**config.mk**
```make
export PLATFORM = sky130hd
export DESIGN_NAME = demux_rr_dispatcher
export DESIGN_NICKNAME = d
export VERILOG_FILES = /design/src/rtl/demux_rr_dispatcher.sv
export SDC_FILE = /design/constraint.sdc
export NUM_CORES = 1
export LEC_CHECK = 0
export CAP_MARGIN = 20
export CORE_MARGIN = 2
export CORE_UTILIZATION = 47
export DETAILED_ROUTE_END_ITERATION = 16
export PLACE_DENSITY = 0.82
export SLEW_MARGIN = 20
export SYNTH_ARGS = -nofsm -noshare
export SYNTH_HDL_FRONTEND = slang
export SYNTH_SLANG_ARGS = --single-unit
export TNS_END_PERCENT = 10
```
**constraint.sdc**
```tcl
create_clock -name clk -period 2.3 [get_ports clk]
set_input_delay 0.46 -clock clk [delete_from_list [all_inputs] [get_ports clk]]
set_output_delay 0.46 -clock clk [all_outputs]
set_load 0.02 [all_outputs]
```
**src/rtl/demux_rr_dispatcher.sv**
```systemverilog
// +-----------------------------------------------------------------------+
// | demux_rr_dispatcher: one-entry holding stage that steers each word to |
// | one of N consumers, round-robin with stall skip or fixed destination. |
// | Revision: 1.0                                                         |
// +-----------------------------------------------------------------------+
`default_nettype none

module demux_rr_dispatcher #(
  parameter int N       = 8,
  parameter int SW      = $clog2(N),
  parameter int DW      = 8,
  parameter int TIMEOUT = 4,
  parameter int CW      = 16
) (
  input  logic          clk,
  input  logic          rst,
  input  logic          mode,
  input  logic [SW-1:0] dest,
  input  logic          in_valid,
  input  logic [DW-1:0] in_data,
  output logic          in_ready,
  output logic [N-1:0]  out_valid,
  input  logic [N-1:0]  out_ready,
  output logic [DW-1:0] out_data,
  output logic [SW-1:0] sel,
  output logic          dest_err,
  output logic [CW-1:0] tx_count,
  output logic [CW-1:0] skip_count
);

  localparam int            TW     = (TIMEOUT > 1) ? $clog2(TIMEOUT) : 1;
  localparam logic [SW:0]   N_EXT  = (SW+1)'(N);
  localparam logic [SW-1:0] LAST   = SW'(N-1);
  localparam logic [TW-1:0] T_LAST = TW'(TIMEOUT-1);

  typedef enum logic [0:0] {
    ST_IDLE = 1'b0,
    ST_HOLD = 1'b1
  } state_t;

  state_t        state_q, state_d;
  logic [SW-1:0] ptr_q, ptr_d;
  logic [SW-1:0] sel_q, sel_d;
  logic [DW-1:0] data_q, data_d;
  logic          held_mode_q, held_mode_d;
  logic [TW-1:0] timer_q, timer_d;
  logic          dest_err_q, dest_err_d;
  logic [CW-1:0] tx_q, tx_d;
  logic [CW-1:0] skip_q, skip_d;

  function automatic logic [SW-1:0] next_idx(input logic [SW-1:0] i);
    return (i == LAST) ? '0 : i + SW'(1);
  endfunction

  always_comb begin
    state_d     = state_q;
    ptr_d       = ptr_q;
    sel_d       = sel_q;
    data_d      = data_q;
    held_mode_d = held_mode_q;
    timer_d     = timer_q;
    dest_err_d  = 1'b0;
    tx_d        = tx_q;
    skip_d      = skip_q;
    if (state_q == ST_IDLE) begin
      if (in_valid) begin
        state_d     = ST_HOLD;
        data_d      = in_data;
        held_mode_d = mode;
        timer_d     = '0;
        if (!mode) begin
          sel_d = ptr_q;
        end else if ({1'b0, dest} < N_EXT) begin
          sel_d = dest;
        end else begin
          sel_d      = '0;
          dest_err_d = 1'b1;
        end
      end
    end else begin
      // A ready consumer always beats an expiring timer.
      if (out_ready[sel_q]) begin
        state_d = ST_IDLE;
        tx_d    = tx_q + CW'(1);
        if (!held_mode_q) ptr_d = next_idx(sel_q);
      end else if (!held_mode_q) begin
        if (timer_q == T_LAST) begin
          sel_d   = next_idx(sel_q);
          timer_d = '0;
          skip_d  = skip_q + CW'(1);
        end else begin
          timer_d = timer_q + TW'(1);
        end
      end
    end
  end

  always_ff @(posedge clk) begin
    if (rst) begin
      state_q     <= ST_IDLE;
      ptr_q       <= '0;
      sel_q       <= '0;
      data_q      <= '0;
      held_mode_q <= 1'b0;
      timer_q     <= '0;
      dest_err_q  <= 1'b0;
      tx_q        <= '0;
      skip_q      <= '0;
    end else begin
      state_q     <= state_d;
      ptr_q       <= ptr_d;
      sel_q       <= sel_d;
      data_q      <= data_d;
      held_mode_q <= held_mode_d;
      timer_q     <= timer_d;
      dest_err_q  <= dest_err_d;
      tx_q        <= tx_d;
      skip_q      <= skip_d;
    end
  end

  assign in_ready   = (state_q == ST_IDLE);
  assign out_valid  = (state_q == ST_HOLD) ? (N'(1) << sel_q) : '0;
  assign out_data   = data_q;
  assign sel        = sel_q;
  assign dest_err   = dest_err_q;
  assign tx_count   = tx_q;
  assign skip_count = skip_q;

endmodule

`default_nettype wire

```
; ---- Word level (Yosys, flattened, before mapping)
; Index checks and enable logic that the tools add are counted.
[totals]
reg_bits = 50
latch_bits = 0
mem_bits_rw = 0
rom_bits = 0
out_inout_bits = 53
word_cells = 47
memories = 0
[op_classes]
n_addsub = 4
multipliers = 0
div_mod_pow = 0
magnitude_cmp = 1
eq_ne = 5
shift = 1
n_mux = 18
n_bitwise = 3
reduce_logical = 7
[ops]
columns = op, n
row1 = "16-bit by 1-bit adder with 16-bit output, second input constant", 2
row2 = 3-bit two-way mux, 7
row3 = 2-bit two-way mux, 5
row4 = 8-bit two-way mux, 1
row5 = 4-bit AND reduction, 2
row6 = "1-bit by 3-bit left shift with 8-bit output, first input constant", 1
row7 = 3-bit AND reduction, 2
row8 = "3-bit by 4-bit < comparator with 1-bit output, second input constant", 1
row9 = 1-bit two-way mux, 4
row10 = "2-bit != test, second input constant", 2
row11 = 2-bit AND reduction, 2
row12 = "3-bit by 1-bit adder with 3-bit output, second input constant", 1
row13 = 1-bit binary-select mux with 3-bit select, 1
row14 = "3-bit == test, second input constant", 1
row15 = 1-bit inverter, 3
row16 = "2-bit by 1-bit adder with 2-bit output, second input constant", 1
row17 = "2-bit == test, second input constant", 1
row18 = "2-bit by 1-bit != test with 1-bit output, second input constant", 1
row19 = 2-bit nonzero test, 1

; ---- Depth between registers and ports, before layout
; Gate-level depths: netlist of the first run.
[depth]
word_depth = 6
ltp_mapped = 7

; ---- Worst setup path before layout of the first run
; OpenSTA, ideal clock, no wires.
[synth_path]
path_type = flip-flop to flip-flop
startpoint = reg sel_q[0] (netlist: sel[0])
endpoint = reg skip_q[10] (netlist: skip_count[10])
setup_ns = 0.128
arrival_time_ns = 1.850
slack_ns = 0.322
stages_incl_launch_ff = 8
path_cell_list = dfxtp_1 -> buf_4 -> mux2_4 -> a2bb2oi_4 -> buf_4 -> a2111oi_2 -> xnor2_1 -> nor2_1
[synth_between]
elab_chain_cells = 4
[synth_rtl]
columns = item, line_no
row1 = start: declaration, 43  ; logic [SW-1:0] sel_q, sel_d;
row2 = start signal: assignment, 112  ; sel_q <= sel_d;
row3 = 1-bit binary-select mux with 3-bit select, 82  ; if (out_ready[sel_q]) begin
row4 = 1-bit two-way mux (not written as such), 82
row5 = 1-bit inverter (no line), -
row6 = 4-bit AND reduction (no line), -
row7 = end signal: assignment, 118  ; skip_q <= skip_d;
row8 = end: declaration, 49  ; logic [CW-1:0] skip_q, skip_d;
; Every way passes these cells. The select of a mux whose other input is x is not followed.
; A chain may end at the register's enable or synchronous reset.

; ---- Worst setup path after layout of the first run
[layout_path]
startpoint = reg sel_q[0] (netlist: sel[0])
endpoint = out out_valid[0]
[layout_between]
elab_chain_cells = 2
[layout_rtl]
columns = item, line_no
row1 = 1-bit by 3-bit left shift with 8-bit output, 123  ; assign out_valid = (state_q == ST_HOLD) ? (N'(1) << sel_q) : '0;
row2 = 8-bit two-way mux, 123
row3 = end: declaration, 22  ; output logic [N-1:0] out_valid,
; Every way passes these cells.

==> results of run 1 <==
power by group:
group / internal [mW] / switching, mW / leakage (nW)
registers: 0.888 / 0.0219 / 0.405
logic: 0.145 / 0.159 / 0.945
clock network: 0.248 / 0.307 / 0.0478
total: 1.28 / 0.487 / 1.40
metrics by stage:
| stage | hold slack, ps | total power [mW] | util (%) |
|---|---|---|---|
| finish | 457 | 1.77 | 69.0 |
| global route | 486 | 1.84 | 69.0 |
| CTS | 461 | 1.79 | 68.8 |
| detailed placement | 447 | 1.24 | 67.0 |
| global placement | 442 | 1.23 | 67.0 |
| floorplan | 445 | 1.10 | - |
timing repair:
item | CTS | global route
buffers inserted | 0 | 0
pin swaps | 0 | 0
resized for setup | 4 | 4
setup endpoints to repair | 4 | 4
endpoints found under the hold margin | 0 | 0
worst max-delay path by stage:
stage | start | endpoint | slack (ps) | cells past startpoint
2_1_floorplan | sel[0]$_SDFFE_PP0P_ | skip_count[10]$_SDFFE_PP0P_ | 320 | 7
3_3_place_gp | out_ready[1] | tx_count[9]$_SDFFE_PP0P_ | 80 | 6
3_5_place_dp | out_ready[1] | tx_count[9]$_SDFFE_PP0P_ | 30 | 6
4_1_cts | sel[0]$_SDFFE_PP0P_ | out_valid[7] | 20 | 4
5_1_grt | sel[0]$_SDFFE_PP0P_ | out_valid[0] | 110 | 5
6_report | sel[0]$_SDFFE_PP0P_ | out_valid[0] | 200 | 5
kinds of logic after synthesis:
logic type      Yosys count
compound gates           54
fa+ha+maj                 9
other cells               1
xor+xnor                 21
mux                      13
buf+inv                  29
simple gates            122
flops                    50
critical path, delay by kind of cell, from the launching register on:
family        cells  cell delay [ps]
fa+ha+maj         1              200
buf+inv           3              550
flops             1              410
simple gates      1              180
cell usage in the layout, fill, tap and decap left out, types with 2 or more instances in the layout:
master and count:
clkdlybuf4s50_1 65, dfxtp_1 50, nand2_1 35, nor2_1 35, a21oi_1 20, xnor2_1 15, buf_4 15, inv_1 12
mux2i_1 12, nand3_1 11, nand4_1 11, ha_1 9, and3_1 8, a211oi_1 7, xor2_1 6, clkbuf_8 6
and2_1 4, nor2b_1 4, o21ai_0 4, or3_1 4, a2111oi_2 4, dlygate4sd2_1 4, dlymetal6s2s_1 4, nor3_1 3
o221ai_1 3, o31ai_1 2, or4_1 2, o21a_1 2, o21ba_2 2, a311oi_1 2, and4_1 2, buf_12 2
registers in the layout (all words and copies together) (netlist names):
name,count
skip_count,16
timer_q,2
out_data,8
ptr_q,3
state_q,1
tx_count,16
sel,3
held_mode_q,1
layout make-up:
class                      count  area, sq um
fill                         431         1600
sequential                    50         1000
clock inverter                 2         16.3
clock buffer                   6         82.6
inverter                      13         48.8
multi-input combinational    220         1440
timing repair buffer          91          893
tap                           70         87.6
routing by layer:
layer,routed length [um],up-vias,global-route usage (%)
met5,0,-,0
met2,3080,65,37.7
met1,2590,1168,24.4
met3,289,9,4.42
met4,100,0,7.54
li1,-,1208,-
==> impl_metrics.yaml, run 1 <==
yosys:
  ys_types: 43
  synthMuxAreaShare_pct: 5.27
  yosys.area_share.xor_xnor_pct: 7.17
  synthAdderAreaFrac_pct: 4.39
  ys_ff_latch: 50
  synthesis.nets: 331
  synthArstFlopShare_pct: 0
  synth_area_leader_cell: "dfxtp_1"
  synth.most_common_cell: "dfxtp_1"
  ys_seq_area_share_pct: 39.0
  synth_ff_type: "dfxtp_1"
  synth_top_family_by_area: "simple AND/OR/NAND/NOR gates"
  synth_edf_count: 0
  netlist_instances: 299
  synthTopCellsByCount: "dfxtp_1 (50), nand2_1 (35), nor2_1 (35), a21oi_1 (20), xnor2_1 (15)"
  synth-simple-area-share_pct: 22.8
  synth_area_leaders: "dfxtp_1 (39%), nand2_1 (5.1%), nor2_1 (5.1%)"
  yosys.area.top_type_share_pct: 39.0
  avgSynthCellArea_sq_um: 8.58
  yosysWarnings: 0
  syn_area_sq_mm: 0.00257
  synth_compound_area_share_pct: 16.3
global_route:
  grt_start_max_net_pins: 33
  grt_usage_pct: 21.0
  antenna_found_initial: 0
  grt-ovfl-total: 0
  grt_pass1_wl_um: 10500
  grt_pass1_vias: 2331
placement:
  hpwl_um: 4570
  gp_congestion: 0.823
  post-place-ws_ps: 25.5
  place_area_sq_mm: 0.00347
  io_buffers: 74
  dp_cells: 444
floorplan:
  fp-row-count: 26
  initial_core_util_pct: 49.6
  pin_count: 76
  die_x_um: 77.9
  die-height_um: 77.9
  core_area_sq_mm: 0.00517
  die_area_sq_mm: 0.00607
critical_path:
  crit_required_ps: 1840
  regToRegEndpoint: "skip_count[7]$_SDFFE_PP0P_"
  critical_path.slowest_cell: "dfxtp_1"
  startpoint_type: "flip-flop"
  setup.worst_path.end_class: "primary output"
  worst-r2r-cell-count: 7
  critPathKind: "reg2out"
  r2r-start: "sel[0]$_SDFFE_PP0P_"
  critical_path_arrival_ps: 1640
  cp_max_fo: 5
  slowest_delay_ps: 410
  worstPathCellList: "buf_4 -> inv_1 -> ha_1 -> and3_1 -> dlygate4sd2_1"
  rrSetupSlack_ps: 360
detailed_routing:
  viasPerCell: 5.42
  dr_total_vias: 2450
  first_pass_iters: 4
  postRouteAntennaNets: 0
  avgRoutedWirePerCell_um: 13.4
  drc: 0
  dr.first_iter.drc_count: 190
  drt_wl_total_um: 6060
layout:
  finalNetCount: 413
  layout-drive-gt1-share_pct: 9.69
  layoutNonFillerInstCount: 452
  antenna_cells: 0
  final_area_sq_mm: 0.00357
  area_delta_synth_final_pct: 39.1
sta:
  post-route-worst-setup-slack_ps: 196
  hold_viol: 0
  period_minus_slack_ps: 2100
  fmax_mhz: 475
  setup_viol: 0
  slew-limit-headroom_pct: 61.0
  worstMarginPinSlew_ps: 585
  rsz0062_at_grt: "false"
  finClkSkew_ps: 6.24
  report.final.slew_viol_count: 0
  tns_ps: 0
  fin_crit_sh_pct: 91.5
power_and_ir_drop:
  power_density_mw_per_mm2: 495
  peakVddDrop_v: 0.000396
  p_leak_nw: 1.40
clock_tree:
  clkSinkCount: 50
  cts_made_buffers: 5
  clk_pin_slew_ps: 90
  ctsHoldBuffers: 0
  ctsLongestPathBuffers: 2
  cts-htree-levels: 2
  clk_latency_ps: 310
  clockRootBuffer: "clkbuf_8"
  cts_tree: "built"
hold_path:
  holdPathEnd: "out_data[4]$_SDFFE_PP0P_"
  hp-start: "out_data[4]$_SDFFE_PP0P_"
  hold_class: "reg2reg"
  hold_depth: 2
outcome:
  status: "complete, no violations"
run:
  cap_violations: 0
(Power assumes the default switching activity.)
==> run 2, diff against run 1 <==
- CORE_MARGIN: 2 -> default
==> impl_metrics.yaml, run 2 (synthesized netlist as in run 1, its figures left out) <==
floorplan:
  fp-row-count: 26
  die_area_sq_mm: 0.00576
  initial_core_util_pct: 49.6
  core_area_sq_mm: 0.00517
  die-height_um: 75.9
  pin_count: 76
  die_x_um: 75.9
power_and_ir_drop:
  p_leak_nw: 1.34
  p_total_mw: 1.98
  power_density_mw_per_mm2: 551
  peakVddDrop_v: 0.000532
global_route:
  antenna_found_initial: 0
  grt_pass1_vias: 2262
  grt_start_max_net_pins: 33
  grt_usage_pct: 22.9
  grt-ovfl-total: 0
  grt_pass1_wl_um: 9980
sta:
  period_minus_slack_ps: 2180
  report.final.slew_viol_count: 0
  fmax_mhz: 459
  slew-limit-headroom_pct: 60.5
  worstMarginPinSlew_ps: 592
  setup_viol: 0
  tns_ps: 0
  fin_crit_sh_pct: 94.8
  finalHoldWorstSlack_ps: 457
  hold_viol: 0
  finClkSkew_ps: 6.70
  rsz0062_at_grt: "false"
critical_path:
  worstPathCellList: "inv_1 -> ha_1 -> and2_1 -> clkdlybuf4s50_1"
  critical_path_arrival_ps: 1720
  setup.worst_path.end_class: "primary output"
  critical_path.slowest_cell: "clkdlybuf4s50_1"
  startpoint_type: "flip-flop"
  slowest_delay_ps: 530
  critPathKind: "reg2out"
  cp_max_fo: 8
  crit_required_ps: 1840
detailed_routing:
  dr_total_vias: 2435
  postRouteAntennaNets: 0
  dr.first_iter.drc_count: 162
  viasPerCell: 5.41
  first_pass_iters: 4
  avgRoutedWirePerCell_um: 13.9
  drc: 0
  drt_wl_total_um: 6270
clock_tree:
  ctsLongestPathBuffers: 2
  clk_pin_slew_ps: 90
  cts_tree: "built"
  cts_setup_buffers: 0
  clockRootBuffer: "clkbuf_8"
  clkSinkCount: 50
  clk_latency_ps: 310
  cts-htree-levels: 2
  cts_made_buffers: 5
placement:
  hpwl_um: 4550
  dp_cells: 442
  gp_congestion: 0.781
  io_buffers: 74
run:
  cap_violations: 0
outcome:
  status: "complete, no violations"
layout:
  seq_area_sq_mm: 0.00100
  final_common_cell: "clkdlybuf4s50_1"
  area_delta_synth_final_pct: 40.1
  finalNetCount: 411
  mostFrequentLayoutCells: "clkdlybuf4s50_1 (72), dfxtp_1 (50), nand2_1 (35), nor2_1 (35), a21oi_1 (20)"
  layout-drive-gt1-share_pct: 9.21
  layoutNonFillerInstCount: 450
  antenna_cells: 0
  multi_input_area_sq_mm: 0.00144
  fillers: 420
hold_path:
  hold_class: "reg2reg"
-- run 2: cell types whose count changed in the layout (fill, tap and decap cells not counted), sizes merged --
cell           previous run  this run
clkdlybuf4s50            65        72
inv                      13        12
bufinv                    0         2
buf                      18        16
clkinvlp                  1         0
dlymetal6s2s              4         1
dlygate4sd2               4         0
-- run 2: layout make-up --
type / instances / area share, %
timing repair buffer: 89 / 24.4
clock buffer: 6 / 2.30
inverter: 13 / 1.36
clock inverter: 2 / 1.67
multi-input combinational: 220 / 40.0
tap: 70 / 2.44
sequential: 50 / 27.8
-- run 2: metal layers --
metal / wire (um) / up-vias / share of wire [%] / global-route usage [%]
li1: - / 1206 / - / -
met4: 91 / 0 / 1.5 / 9.26
met3: 268 / 10 / 4.3 / 3.70
met5: 0 / - / 0 / 0
met1: 2770 / 1154 / 44 / 26.8
met2: 3140 / 65 / 50 / 41.5
-- run 2: path summary, 6_finish.rpt --
kind / start / to / slack, ps / depth (start not counted)
setup / recovery: sel[2]$_SDFFE_PP0P_ / out_valid[3] / 120 / 4
hold / removal: out_data[0]$_SDFFE_PP0P_ / out_data[0]$_SDFFE_PP0P_ / 460 / 2
setup reg to reg: sel[0]$_SDFFE_PP0P_ / skip_count[5]$_SDFFE_PP0P_ / 280 / 7
hold reg to reg: out_data[0]$_SDFFE_PP0P_ / out_data[0]$_SDFFE_PP0P_ / 460 / 2
-- run 2: repair_timing --
item                                    4_1_cts  5_1_grt
resized for setup                             0        1
hold buffers                                  0        0
endpoints found under the setup margin        0        1
-- run 2: report_power, final --
group,switching [mW],internal (mW),total (mW),leakage (nW)
Clock,0.298,0.464,0.762,0.0714
Combinational,0.165,0.146,0.311,0.860
Sequential,0.0200,0.888,0.908,0.405
-- run 2: worst max-delay path: cells and delay by family, from the launching register on --
family | cells | cell delay (ps)
buffers and inverters | 2 | 640
flip-flops | 1 | 450
adder cells (fa/ha/maj) | 1 | 200
AND/OR/NAND/NOR | 1 | 130
-- run 2: stage by stage --
step                setup WS (ps)  instance area, sq um  util (%)
global placement             62.1                  3450      66.7
detailed placement           8.99                  3450      66.7
floorplan                     322                  2570         -
global route                 5.61                  3600      69.5
CTS                          56.4                  3590      69.5
finish                        121                  3600      69.5
